--- src/rtl/serial_sub_pkg.sv ---
// Shared ALU definitions for the digit-serial subtractor.
//   state_t     : FSM encoding (IDLE=0, BUSY=1, DONE=2)
//   DEF_WIDTH   : default operand width
//   DEF_DIGIT_W : default bits processed per BUSY cycle
//   num_digits  : digits per operation (WIDTH / DIGIT_W)
package serial_sub_pkg;

  typedef enum logic [1:0] {
    IDLE = 2'd0,
    BUSY = 2'd1,
    DONE = 2'd2
  } state_t;

  localparam int unsigned DEF_WIDTH   = 32;
  localparam int unsigned DEF_DIGIT_W = 4;

  function automatic int unsigned num_digits(input int unsigned width,
                                             input int unsigned digit_w);
    return width / digit_w;
  endfunction

endpackage

--- src/rtl/serial_sub_sub_digit.sv ---
// Combinational DIGIT_W-bit subtract slice: {cout, d} = a_dig + ~b_dig + cin.
//   a_dig : minuend digit
//   b_dig : subtrahend digit
//   cin   : incoming carry (1 = no borrow)
//   d     : difference digit
//   cout  : outgoing carry (0 = borrow)
module sub_digit
  import serial_sub_pkg::*;
#(
  parameter int unsigned DIGIT_W = DEF_DIGIT_W
) (
  input  logic [DIGIT_W-1:0] a_dig,
  input  logic [DIGIT_W-1:0] b_dig,
  input  logic               cin,
  output logic [DIGIT_W-1:0] d,
  output logic               cout
);

  assign {cout, d} = {1'b0, a_dig} + {1'b0, ~b_dig} + {{DIGIT_W{1'b0}}, cin};

endmodule

--- src/rtl/serial_sub.sv ---
// Digit-serial WIDTH-bit subtractor, diff = a - b, DIGIT_W bits per cycle,
// ripple carry held in a flop between digits. Valid/ready on both sides.
//   clk, rst_n          : clock, async active-low reset
//   in_valid/in_ready   : operand handshake (a, b)
//   out_valid/out_ready : result handshake (diff, borrow, overflow, zero)
//   borrow   : unsigned a < b
//   overflow : signed overflow of a - b
//   zero     : diff == 0
module serial_sub
  import serial_sub_pkg::*;
#(
  parameter int unsigned WIDTH   = DEF_WIDTH,
  parameter int unsigned DIGIT_W = DEF_DIGIT_W
) (
  input  logic             clk,
  input  logic             rst_n,
  input  logic             in_valid,
  output logic             in_ready,
  input  logic [WIDTH-1:0] a,
  input  logic [WIDTH-1:0] b,
  output logic             out_valid,
  input  logic             out_ready,
  output logic [WIDTH-1:0] diff,
  output logic             borrow,
  output logic             overflow,
  output logic             zero
);

  localparam int unsigned N     = num_digits(WIDTH, DIGIT_W);
  localparam int unsigned CNT_W = (N > 1) ? $clog2(N) : 1;
  localparam logic [CNT_W-1:0] LAST_DIGIT = CNT_W'(N - 1);

  if ((WIDTH % DIGIT_W) != 0) begin : g_bad_width
    $error("serial_sub: WIDTH must be a multiple of DIGIT_W");
  end

  state_t             r_state;
  logic [WIDTH-1:0]   r_a;
  logic [WIDTH-1:0]   r_b;
  logic               r_a_msb;
  logic               r_b_msb;
  logic [CNT_W-1:0]   r_cnt;
  logic               r_carry;
  logic [WIDTH-1:0]   r_diff;
  logic               r_borrow;
  logic               r_overflow;
  logic               r_zero;
  logic               r_in_ready;
  logic               r_out_valid;

  logic [DIGIT_W-1:0] w_d;
  logic               w_c;
  logic [WIDTH-1:0]   w_diff_next;

  sub_digit #(.DIGIT_W(DIGIT_W)) u_digit (
    .a_dig (r_a[DIGIT_W-1:0]),
    .b_dig (r_b[DIGIT_W-1:0]),
    .cin   (r_carry),
    .d     (w_d),
    .cout  (w_c)
  );

  // New digit enters at the MSB end; after N shifts diff is fully aligned.
  assign w_diff_next = WIDTH'({w_d, r_diff} >> DIGIT_W);

  always_ff @(posedge clk or negedge rst_n) begin
    if (!rst_n) begin
      r_state     <= IDLE;
      r_a         <= '0;
      r_b         <= '0;
      r_a_msb     <= 1'b0;
      r_b_msb     <= 1'b0;
      r_cnt       <= '0;
      r_carry     <= 1'b1;
      r_diff      <= '0;
      r_borrow    <= 1'b0;
      r_overflow  <= 1'b0;
      r_zero      <= 1'b0;
      r_in_ready  <= 1'b1;
      r_out_valid <= 1'b0;
    end else begin
      case (r_state)
        IDLE: begin
          if (in_valid) begin
            r_a        <= a;
            r_b        <= b;
            r_a_msb    <= a[WIDTH-1];
            r_b_msb    <= b[WIDTH-1];
            r_cnt      <= '0;
            r_carry    <= 1'b1;
            r_in_ready <= 1'b0;
            r_state    <= BUSY;
          end
        end
        BUSY: begin
          r_diff  <= w_diff_next;
          r_carry <= w_c;
          r_a     <= r_a >> DIGIT_W;
          r_b     <= r_b >> DIGIT_W;
          r_cnt   <= r_cnt + CNT_W'(1);
          if (r_cnt == LAST_DIGIT) begin
            // Flags use the final digit's carry and the completed diff directly.
            r_borrow    <= ~w_c;
            r_overflow  <= (r_a_msb != r_b_msb) && (w_diff_next[WIDTH-1] != r_a_msb);
            r_zero      <= (w_diff_next == '0);
            r_out_valid <= 1'b1;
            r_state     <= DONE;
          end
        end
        DONE: begin
          if (out_ready) begin
            r_out_valid <= 1'b0;
            r_in_ready  <= 1'b1;
            r_state     <= IDLE;
          end
        end
        default: begin
          r_out_valid <= 1'b0;
          r_in_ready  <= 1'b1;
          r_state     <= IDLE;
        end
      endcase
    end
  end

  assign in_ready  = r_in_ready;
  assign out_valid = r_out_valid;
  assign diff      = r_diff;
  assign borrow    = r_borrow;
  assign overflow  = r_overflow;
  assign zero      = r_zero;

endmodule

--- config.mk ---
export PLATFORM = sky130hd
export DESIGN_NAME = serial_sub
export DESIGN_NICKNAME = d
export VERILOG_FILES = /design/src/rtl/serial_sub_pkg.sv /design/src/rtl/serial_sub_sub_digit.sv /design/src/rtl/serial_sub.sv
export SDC_FILE = /design/constraint.sdc
export NUM_CORES = 1
export LEC_CHECK = 0
export ABC_AREA = 1
export CORE_ASPECT_RATIO = 1.25
export CORE_UTILIZATION = 45
export DETAILED_ROUTE_END_ITERATION = 8
export PLACE_DENSITY = 0.74
export REMOVE_ABC_BUFFERS = 1
export SLEW_MARGIN = 20
export SYNTH_ARGS = -nofsm -noshare
export SYNTH_HDL_FRONTEND = slang
export SYNTH_SLANG_ARGS = --single-unit
--- constraint.sdc ---
create_clock -name clk -period 1.69 [get_ports clk]
set_input_delay 0.169 -clock clk [delete_from_list [all_inputs] [get_ports clk]]
set_output_delay 0.169 -clock clk [all_outputs]
set_load 0.05 [all_outputs]
# Word-level counts from Yosys, hierarchy flattened
# Index checks and enable logic that the tools add are counted.
# totals
output_inout_bits	37
inputBits	68
elab_cells	56
ff_bits	109
# classes
n_eq_ne	8
n_mux	18
bitwise_logic	4
n_addsub	3
n_reduce_logical	10
# op_table
cell	count
$pmux W32 S2	2
$mux W32	2
$logic_not A32 Y1	1
$reduce_and A3 Y1	3
$mux W2	3
$ne A2 B2 Y1 const B	3
$pmux W1 S3	2
$pmux W2 S3	1
$pmux W3 S2	1
$reduce_and A2 Y1	3
$add A4 B4 Y5	1
$add A5 B1 Y5	1
$mux W1	5
$not A4 Y4	1
$add A3 B1 Y3 const B	1
$eq A3 B3 Y1 const B	1
$mux W3	1
$not A1 Y1	3
$eq A2 B1 Y1 const B	1
$eq A2 B2 Y1 const B	1
$logic_not A2 Y1	1
$ne A1 B1 Y1	2
$pmux W1 S2	1
$reduce_bool A2 Y1	1
$logic_and A1 B1 Y1	1

# Logic depth before layout (Yosys ltp)
# Gate-level depths: netlist of run 1.
# logic_depth
depth_word	5
ltp_mapped	10
depth_no_buf	10

# Modules after synthesis
# Synthesis of run 1 repeated with hierarchy kept, for this count alone.
# unflattened
hier_cells	616
hier_area_um2	5230.0
# by_module_without_submodules
mod	seq_area_each_um2	cells_per_inst	instances	area_each_um2
serial_sub	2730.1	594	1	5074.9
sub_digit	0.0	22	1	155.1

# Worst setup path after synthesis of run 1
# OpenSTA, ideal clock, no wires.
# synth_path
kind	flip-flop to flip-flop
from	reg r_carry
to	reg r_zero (netlist: zero)
path_buffers	0
period_less_slack_ns	1.845
setup_time_ns	0.066
slack_ns	-0.155
stages_incl_launch_ff	9
required_time_ns	1.624
t_arrival_ns	1.779
path_cell_list	dfstp_2 inv_1 fa_1 fa_1 xor2_1 nand2_1 nor2_1 nand3_1 nand2_1
# synth_between
elab_chain_cells	2
# synth_rtl
element	line	rtl
start, declared	serial_sub.sv:43	logic r_carry;
start signal, assigned	serial_sub.sv:97	r_carry <= w_c;
$add A5 B1 Y5	serial_sub_sub_digit.sv:19	assign {cout, d} = {1'b0, a_dig} + {1'b0, ~b_dig} + {{DIGIT_W{1'b0}}, cin};
$logic_not A32 Y1	serial_sub.sv:105	r_zero <= (w_diff_next == '0);
end signal, assigned	serial_sub.sv:105	
end, declared	serial_sub.sv:47	logic r_zero;
# Every way passes these cells.
# A chain may end at the register's enable or synchronous reset.

# Worst setup path after layout of run 1
# layout_path
from	reg r_carry
to	reg r_carry
# layout_between
elab_chain_cells	2
# layout_rtl
element	line	rtl
$add A5 B1 Y5	serial_sub_sub_digit.sv:19	
$pmux W1 S2	serial_sub.sv:82	case (r_state)
# Every way passes these cells.

==> summary.txt, run 1 <==
Run status
  – Status: complete, but fails checks
  – Failing checks: setup timing

Logic synthesis
  – Post-Syn Area per Cell: 8.63 sq um
  – Seq/Total Area, Yosys: 0.539
  – Top_reg_cell synth: dfrtp_1
  – Simple-gate share of the synthesized area: 0.237
  – Synth Warn #: 0
  – Post-Synth Adder-Cell Area: 0.0202
  – Main combinational cell family by area after synthesis: simple AND/OR/NAND/NOR gates
  – Ranking of synthesized cells by area: dfrtp_1, nand2_1, o21ai_0
  – Area share of the largest cell type after synthesis: 0.528
  – Synth cell types: 27
  – Count leader, synth: nand2_1
  – Compound-Gate Fraction of Synth Area: 0.123
  – Mapped Area: 5070 sq um
  – Area leader, netlist: dfrtp_1
  – Most frequent cells after synthesis: nand2_1, dfrtp_1, nor2_1
  – Syn Inst Count: 587
  – Seq cells post-synth: 109
  – Post-synth ARST share: 1.00
  – Post-synthesis mux area share: 0
  – XOR/XNOR share of the synthesized area: 0.00173
  – Count of flip-flops with a built-in enable after synthesis: 0

Final layout
  – Diode count: 0
  – Area growth from synthesis to layout: 31.0%
  – Nets: 765
  – Finished Layout Cells: 827
  – Share of post-route cells with drive strength above 1: 0.144
  – Final core occ: 0.616

Global routing
  – Total gr overflow: 0
  – Initial antenna violation count: 0
  – First-pass GRT wire length: 19,500 um
  – Vias in the first global route: 4,211
  – Largest net degree at the start of global routing: 53
  – Overall track demand over capacity in global routing: 0.205

Die
  – Chip width: 96.9 um
  – Rows: 42
  – Core area: 10,800 sq um
  – Initial core utilization: 0.470
  – Io pins: 105
  – Die Height: 121 um
  – DIE AREA: 11,700 sq um

STA
  – Slew Viols, Final: 0
  – Final-report hold violation count: 0
  – Clk_skew: 0.00634 ns
  – Final worst path period need: 1.89 ns
  – Fmax: 0.530 GHz
  – Final setup fails: 6
  – Worst Setup Slack, final: -0.196 ns
  – Fin crit share: 1.12
  – RSZ-0062 raised after global routing: yes
  – Max transition margin: 0.664
  – Worst slew pin tran: 0.503 ns

Pwr
  – Max VDD drop: 0.858 mV
  – Leak: 3.21 nW
  – Power Density: 2190 nW/um^2

Clock network
  – CTS sink cnt: 109
  – CTS tree: done
  – Htree depth: 3
  – TritonCTS Buffers: 9
  – Clock Path Buffers: 2
  – Root Buffer: clkbuf_16
  – Clk pin slew, worst setup/hold paths: 0.07 ns
  – Clk_lat worst skew: 0.34 ns

Drt
  – Via count: 4,255
  – Initial drt markers: 223
  – Final wirelength: 11,500 um
  – Pre-Repair DR Iteration Count: 4
  – Wire per inst: 13.9 um
  – Post-route ant nets: 0
  – Vias per cell: 5.15
  – DRC errors left: 0

Setup path
  – Critical-path maximum fanout: 2
  – Critical Path RT: 1.98 ns
  – Crit Path Category: reg2reg
  – Setup crit end kind: flop
  – Crit path DAT: 2.17 ns
  – Critical path launch point type: flop

Hold path
  – HP Class: in2async

Flow run
  – Max_cap viols: 0

Placement
  – Placed Instances: 806
  – Port bufs: 104
  – GP Congestion: 0.809
  – HPWL Detailed: 7800 um
[layout by cell type (no fill, tap or decap)]
master / netlist / final
a211oi_2: 10 / 10
inv_1: 57 / 55
dfrtp_1: 107 / 107
a22o_1: 2 / 2
nand2_2: 0 / 4
o21ai_0: 54 / 51
buf_12: 0 / 7
dlygate4sd3_1: 0 / 1
ha_1: 5 / 5
fa_2: 0 / 2
bufinv_16: 0 / 1
nand4_1: 2 / 2
inv_4: 0 / 1
a211oi_1: 24 / 24
nand2_4: 3 / 3
o21ai_1: 0 / 2
inv_2: 2 / 3
clkinv_2: 0 / 2
o21ai_2: 0 / 1
dlymetal6s2s_1: 0 / 3
clkdlybuf4s50_1: 0 / 67
buf_4: 7 / 32
xor2_2: 0 / 1
a21oi_1: 3 / 3
nand3_2: 0 / 4
nand3_1: 10 / 6
clkbuf_8: 0 / 1
dlygate4sd2_1: 0 / 12
clkbuf_16: 0 / 9
nor2_2: 1 / 1
clkinvlp_4: 0 / 3
nor3_2: 10 / 10
o31ai_4: 0 / 1
o22ai_2: 0 / 1
clkinv_1: 1 / 1
dfstp_2: 2 / 2
nor2_1: 58 / 58
nand2_1: 176 / 172
nor3_1: 24 / 24
buf_6: 3 / 1
[through the flow]
step | setup TNS (ns) | setup slack [ns] | power, W | hold WS, ns | cell area, sq um
after floorplan | -41.05 | -0.576 | 0.00951 | -0.127 | 4890
after global placement | -0.672 | -0.219 | 0.0118 | 0.00207 | 6230
after detailed placement | -1.04 | -0.279 | 0.0121 | 0.00335 | 6230
after CTS | -0.407 | -0.181 | 0.0144 | 0.179 | 6580
after global routing | -1.06 | -0.241 | 0.0156 | 0.211 | 6640
final | -0.660 | -0.196 | 0.0145 | 0.199 | 6640
[routing by layer]
layer / global-route usage / share of wire / vias up
met1: 0.256 / 0.42 / 2026
met3: 0.0428 / 0.059 / 19
met5: 0 / 0 / -
met4: 0.0746 / 0.018 / 0
met2: 0.352 / 0.50 / 134
li1: - / - / 2076
[flip-flops by register name, indices dropped and copies added, names as in the netlist, 2 cells and up]
register / cells
diff: 32
r_a: 32
r_b: 32
r_cnt: 3
r_state: 2
[critical path, cell delays in order (launching register included)]
cell,delay (ns)
dfstp_2,0.54
inv_2,0.04
fa_2,0.34
fa_2,0.39
buf_6,0.14
o31ai_4,0.20
o22ai_2,0.11
inv_1,0.08
[cells by family (layout without fill, tap and decap cells)]
group / Yosys count / after routing
and+or+nand+nor: 284 / 284
DFF: 109 / 109
AOI/OAI and AO/OA: 95 / 95
buffers and inverters: 91 / 199
adders and majority gates: 7 / 7
xor gates and xnor gates: 1 / 1
[cell type report]
| class | instances | area, sq um |
|---|---|---|
| Multi-Input combinational cell | 387 | 2000 |
| Timing Repair Buffer | 123 | 1210 |
| Inverter | 60 | 228 |
| Tap cell | 132 | 165 |
| Sequential cell | 109 | 2730 |
| Clock buffer | 10 | 239 |
| Fill cell | 914 | 4130 |
| Clock inverter | 6 | 62.6 |
[what timing repair did]
| item | 4_1_cts | 5_1_grt |
|---|---|---|
| endpoints found under the hold margin | 107 | 0 |
| hold buffers | 1 | 0 |
| gates resized for setup | 21 | 16 |
| setup endpoints to repair | 17 | 10 |
| setup buffers | 2 | 2 |
| pin swaps | 4 | 5 |
| cloned | 0 | 0 |
[where the power goes]
| group | total [W] | switching [W] | leakage (nW) | internal (W) |
|---|---|---|---|---|
| combinational | 0.00779 | 0.00504 | 1.73 | 0.00275 |
| clock | 0.00213 | 0.000943 | 0.140 | 0.00118 |
| sequential | 0.00461 | 0.000728 | 1.34 | 0.00388 |
| total | 0.0145 | 0.00671 | 3.21 | 0.00781 |
[final timing paths]
| path | start | endpoint | slack, ns | cells past startpoint |
|---|---|---|---|---|
| max | r_carry | r_carry | -0.20 | 7 |
| min | rst_n | diff[22] | 0.20 | 2 |
| max reg2reg | r_carry | r_carry | -0.20 | 7 |
| min reg2reg | in_ready | in_ready | 0.47 | 2 |
| max in group asynchronous | rst_n | in_ready | 0.95 | 3 |
| min in group clk | a[30] | r_a[30] | 0.36 | 3 |
(Power assumes the default switching activity.)
==> run 2: changes to the inputs <==
--- a/config.mk
+++ b/config.mk
@@ -8,6 +8,7 @@
 export ABC_AREA = 1
 export CORE_ASPECT_RATIO = 1.25
 export CORE_UTILIZATION = 45
+export CTS_CLUSTER_DIAMETER = 50
 export DETAILED_ROUTE_END_ITERATION = 8
 export PLACE_DENSITY = 0.74
 export REMOVE_ABC_BUFFERS = 1
==> constraint.sdc (replaced) <==
create_clock -name clk -period 1.65 [get_ports clk]
set_input_delay 0.165 -clock clk [delete_from_list [all_inputs] [get_ports clk]]
set_output_delay 0.165 -clock clk [all_outputs]
set_load 0.05 [all_outputs]
==> run 2 against run 1 <==
The run still ends with setup timing left. Power rose by 0.27%. Clock-buffer cell count grew 4. Register-to-register slack got worse by 0.04 ns. Worst setup slack worse by 0.043 ns. Clock skew is 0.0016 ns higher. Flip-flop and latch count unchanged. Sequential power increased by 2%. Maximum frequency fell by 0.17%. Via count fell by 0.78%. Combinational power rose by 1%. Hold slack worse by 0.021 ns. Critical path type unchanged. Critical endpoint unchanged. Largest cell class unchanged. Largest power group unchanged.
==> summary.txt, run 2 (same netlist as run 1, synthesis figures left out) <==
Run status
  – Status: complete, but fails checks
  – Failing checks: setup timing

Clock network
  – Clock Path Buffers: 2
  – Clk pin slew, worst setup/hold paths: 0.07 ns
  – CTS tree: done
  – Clk_lat worst skew: 0.34 ns
  – CTS sink cnt: 109
  – Root Buffer: clkbuf_16
  – TritonCTS Buffers: 9
  – Htree depth: 3

STA
  – Worst slew pin tran: 0.484 ns
  – RSZ-0062 raised after global routing: yes
  – Final-report hold violation count: 0
  – Max transition margin: 0.679
  – Clk_skew: 0.00794 ns
  – Fin crit share: 1.14
  – Fmax: 0.529 GHz
  – Final setup fails: 6
  – Slew Viols, Final: 0
  – Final worst path period need: 1.89 ns
  – Worst Setup Slack, final: -0.239 ns
  – Worst hold slack: 0.178 ns

Final layout
  – Commonest non-fill, non-tap cells in the layout: nand2_1, dfrtp_1, clkdlybuf4s50_1
  – Area growth from synthesis to layout: 28.8%
  – Share of post-route cells with drive strength above 1: 0.152
  – Diode count: 0
  – Nets: 766
  – Most common cell after layout, fill and taps aside: nand2_1
  – Finished Layout Cells: 828
  – Final core occ: 0.606

Pwr
  – Max VDD drop: 0.836 mV
  – Power Density: 2230 nW/um^2
  – Leak: 3.14 nW

Global routing
  – Overall track demand over capacity in global routing: 0.206
  – Initial antenna violation count: 0
  – First-pass GRT wire length: 19,400 um
  – Largest net degree at the start of global routing: 57
  – Total gr overflow: 0
  – Vias in the first global route: 4,166

Placement
  – Placed Instances: 808
  – Port bufs: 104
  – GP Congestion: 0.803
  – HPWL Detailed: 7720 um

Die
  – DIE AREA: 11,700 sq um
  – Io pins: 105
  – Chip width: 96.9 um
  – Die Height: 121 um
  – Initial core utilization: 0.470
  – Rows: 42
  – Core area: 10,800 sq um

Drt
  – Pre-Repair DR Iteration Count: 4
  – Vias per cell: 5.10
  – Initial drt markers: 214
  – Via count: 4,222
  – Wire per inst: 13.5 um
  – Final wirelength: 11,200 um
  – DRC errors left: 0
  – Post-route ant nets: 0

Setup path
  – Most used cell, CP: fa_2
  – Crit path DAT: 2.18 ns
  – Setup crit end kind: flop
  – FF-to-FF setup slack: -0.24 ns
  – Critical-path maximum fanout: 2
  – Critical-path cell list: inv_2, fa_2, fa_2, buf_6, o31ai_4, o22ai_1, inv_1
  – Critical path launch point type: flop
  – Critical Path RT: 1.94 ns
  – Crit Path Category: reg2reg
  – CP max stage delay: 0.54 ns
  – CP max stage cell: dfstp_2

Hold path
  – HP Class: in2async

Flow run
  – Max_cap viols: 0
## run 2: changes by cell type in the layout (fill, tap and decap cells not counted), moves of 3 or more
cell            change
clkbuf_1            +4
buf_4              +16
dlygate4sd2_1       -8
dlymetal6s2s_1      -3
buf_12              -3
clkinvlp_4          -3
## run 2: repair_timing
action	in CTS	in global routing
setup buffers	1	2
endpoints found under the hold margin	107	0
pin swaps	1	6
hold buffers	1	0
resized for setup	10	13
endpoints found under the setup margin	11	7
## run 2: worst paths after layout
path / start / endpoint / cells after the start
min reg2reg: in_ready / in_ready / 2
min: rst_n / diff[19] / 2
max in group asynchronous: rst_n / in_ready / 3
max reg2reg: r_carry / r_carry / 7
max: r_carry / r_carry / 7
min in group clk: a[30] / r_a[30] / 3
## run 2: critical path, delay by kind of cell (launching register included)
kind / cells / cell delay, ns
AO/OA/AOI/OAI: 2 / 0.29
adder cells (fa/ha/maj): 2 / 0.77
buffers and inverters: 3 / 0.25
flip-flops: 1 / 0.54
## run 2: cell type report
cell class | instances | area [sq um]
clock inverters | 2 | 10.0
inverters | 60 | 225
repair buffers | 124 | 1160
fillers | 959 | 4240
multi-input cells | 387 | 1990
flip-flops and latches | 109 | 2730
clock buffers | 14 | 254
well taps | 132 | 165
## run 2: layer usage
layer  global-route usage  up-vias  wire (um)
met4               0.0718        0        143
met2                0.342      105       5540
met1                0.271     2023       5060
met5                    0        -          0
met3               0.0382        9        473
li1                     -     2085          -
## run 2: where the power goes
part	leakage [nW]	switching (W)	internal, W	total (W)
combinational	1.67	0.00512	0.00276	0.00789
clock	0.131	0.000905	0.00106	0.00197
sequential	1.34	0.000732	0.00398	0.00471
## run 2: per-stage QoR
| step | setup slack, ns | cell area (sq um) | power [W] | TNS (ns) |
|---|---|---|---|---|
| after floorplan | -0.616 | 4890 | 0.00974 | -44.54 |
| after global placement | -0.261 | 6180 | 0.0120 | -0.859 |
| after detailed placement | -0.337 | 6180 | 0.0123 | -1.26 |
| after CTS | -0.215 | 6480 | 0.0144 | -0.698 |
| after global routing | -0.316 | 6530 | 0.0158 | -1.46 |
| final | -0.239 | 6530 | 0.0146 | -0.947 |
==> run 3: changes to the inputs <==
--- a/config.mk
+++ b/config.mk
@@ -7,10 +7,11 @@
 export LEC_CHECK = 0
 export ABC_AREA = 1
 export CORE_ASPECT_RATIO = 1.25
-export CORE_UTILIZATION = 45
+export CORE_UTILIZATION = 46
 export CTS_CLUSTER_DIAMETER = 50
+export CTS_CLUSTER_SIZE = 10
 export DETAILED_ROUTE_END_ITERATION = 8
-export PLACE_DENSITY = 0.74
+export PLACE_DENSITY = 0.76
 export REMOVE_ABC_BUFFERS = 1
 export SLEW_MARGIN = 20
 export SYNTH_ARGS = -nofsm -noshare
==> run 3 against run 2 <==
The run still ends with setup timing left. Critical path type unchanged. Utilization increased by 1.1 points. Via count decreased by 0.12%. Register-to-register slack improved by 0.02 ns. Sequential share of layout area decreased by 0.31 points. Non-clock buffer count increased by 1.
==> summary.txt, run 3 (same netlist as run 1, synthesis figures left out) <==
Run status
  – Status: complete, but fails checks
  – Failing checks: setup timing

Setup path
  – Critical-path cell list: inv_2, fa_2, fa_2, nand4_1, nor2_1, nand3_1, nand2_1
  – Reg-to-reg critical path startpoint: r_carry
  – CP Depth: 7
  – R2R cell count: 7
  – Setup crit end kind: flop
  – CP max stage cell: fa_2
  – CP startpoint: r_carry
  – R2R Path End: zero
  – CP max stage delay: 0.55 ns
  – Worst setup endpoint: zero
  – Most used cell, CP: fa_2
  – Critical path launch point type: flop
  – Critical Path RT: 1.94 ns
  – WP buf/inv: 1
  – Cell family with most CP delay: adder cells
  – Critical-path maximum fanout: 2
  – Crit Path Category: reg2reg
  – FF-to-FF setup slack: -0.22 ns
  – Crit path DAT: 2.16 ns

STA
  – Slew Viols, Final: 0
  – Worst hold slack: 0.311 ns
  – Worst Setup Slack, final: -0.220 ns
  – Worst slew pin tran: 0.495 ns
  – Final-report hold violation count: 0
  – Fmax: 0.535 GHz
  – Final setup fails: 5
  – Final worst path period need: 1.87 ns
  – Fin crit share: 1.13
  – Clk_skew: 0.00545 ns
  – RSZ-0062 raised after global routing: yes
  – Max transition margin: 0.671

Global routing
  – First-pass GRT wire length: 19,100 um
  – Initial antenna violation count: 0
  – Largest net degree at the start of global routing: 49
  – Vias in the first global route: 4,117
  – Total gr overflow: 0
  – Overall track demand over capacity in global routing: 0.217

Final layout
  – Register area: 2730 sq um
  – Most common cell after layout, fill and taps aside: nand2_1
  – Nets: 767
  – Finished Cell Area: 6580 sq um
  – Fill cells: 907
  – Finished Layout Cells: 829
  – Area growth from synthesis to layout: 29.8%
  – Footprint of the multi-input gates: 1980 sq um
  – Diode count: 0
  – Share of post-route cells with drive strength above 1: 0.149
  – Commonest non-fill, non-tap cells in the layout: nand2_1, dfrtp_1, clkdlybuf4s50_1

Pwr
  – Leak: 3.16 nW
  – Power Density: 2240 nW/um^2
  – Max VDD drop: 0.926 mV

Placement
  – Post-Place Setup Slack: -0.319 ns
  – Post-DP Area: 6220 sq um
  – Port bufs: 104
  – GP Congestion: 0.814
  – HPWL Detailed: 8170 um
  – Placed Instances: 810

Drt
  – Post-route ant nets: 0
  – Via count: 4,217
  – Final wirelength: 11,600 um
  – Wire per inst: 14.0 um
  – Pre-Repair DR Iteration Count: 4
  – DRC errors left: 0
  – Initial drt markers: 273
  – Vias per cell: 5.09

Die
  – Initial core utilization: 0.475
  – Io pins: 105
  – Rows: 42
  – Chip width: 95.9 um
  – Die Height: 119 um
  – DIE AREA: 11,400 sq um
  – Core area: 10,700 sq um

Clock network
  – TritonCTS Buffers: 9
  – CTS tree: done
  – Clk pin slew, worst setup/hold paths: 0.07 ns
  – Clock Path Buffers: 2
  – Htree depth: 3
  – CTS sink cnt: 109
  – Clk_lat worst skew: 0.35 ns
  – Root Buffer: clkbuf_16

Hold path
  – HP Class: in2async

Flow run
  – Max_cap viols: 0
run 3: cell types whose count changed in the layout (fill, tap and decap cells not counted), sizes merged:
| cell | change |
|---|---|
| clkbuf | -2 |
| buf | +1 |
| clkinvlp | +1 |
| bufinv | +1 |
run 3: cell type report:
type,count,area share
clock buffer,12,0.0375
inverter,60,0.0342
clock inverter,4,0.00723
timing repair buffer,125,0.180
sequential,109,0.415
tap,132,0.0251
multi-input combinational,387,0.301
run 3: how the worst min path moves through the flow:
stage | startpoint | to | slack (ns)
finish | rst_n | diff[19] | 0.31
global route | rst_n | diff[19] | 0.37
CTS | rst_n | diff[19] | 0.32
detailed placement | rst_n | diff[14] | 0.15
global placement | rst_n | diff[18] | 0.14
floorplan | rst_n | borrow | -0.13
run 3: routing by layer:
metal	vias up	share of wire	routed length (um)	global-route usage
met4	0	0.011	129	0.0718
met2	125	0.51	5860	0.361
met3	7	0.046	529	0.0351
met5	-	0	0	0
met1	2004	0.44	5040	0.286
li1	2081	-	-	-
run 3: timing repair:
action | CTS | global route
gates resized for setup | 9 | 5
pin swaps | 3 | 3
setup endpoints to repair | 10 | 6
hold buffers | 1 | 0
endpoints found under the hold margin | 30 | 0
buffers inserted | 1 | 1
run 3: report_power, final:
group          internal [W]  leakage [nW]  total (W)  switching [W]
Sequential          0.00398          1.34    0.00474       0.000757
Combinational       0.00276          1.68    0.00784        0.00508
Clock               0.00122         0.143    0.00216       0.000942
Total               0.00795          3.16     0.0147        0.00678
run 3: metrics by stage:
step | setup TNS [ns] | total power [W] | util
floorplan | -44.54 | 0.00974 | -
global placement | -0.893 | 0.0121 | 0.583
detailed placement | -1.16 | 0.0124 | 0.583
CTS | -0.540 | 0.0146 | 0.613
global route | -0.847 | 0.0158 | 0.617
finish | -0.564 | 0.0147 | 0.617
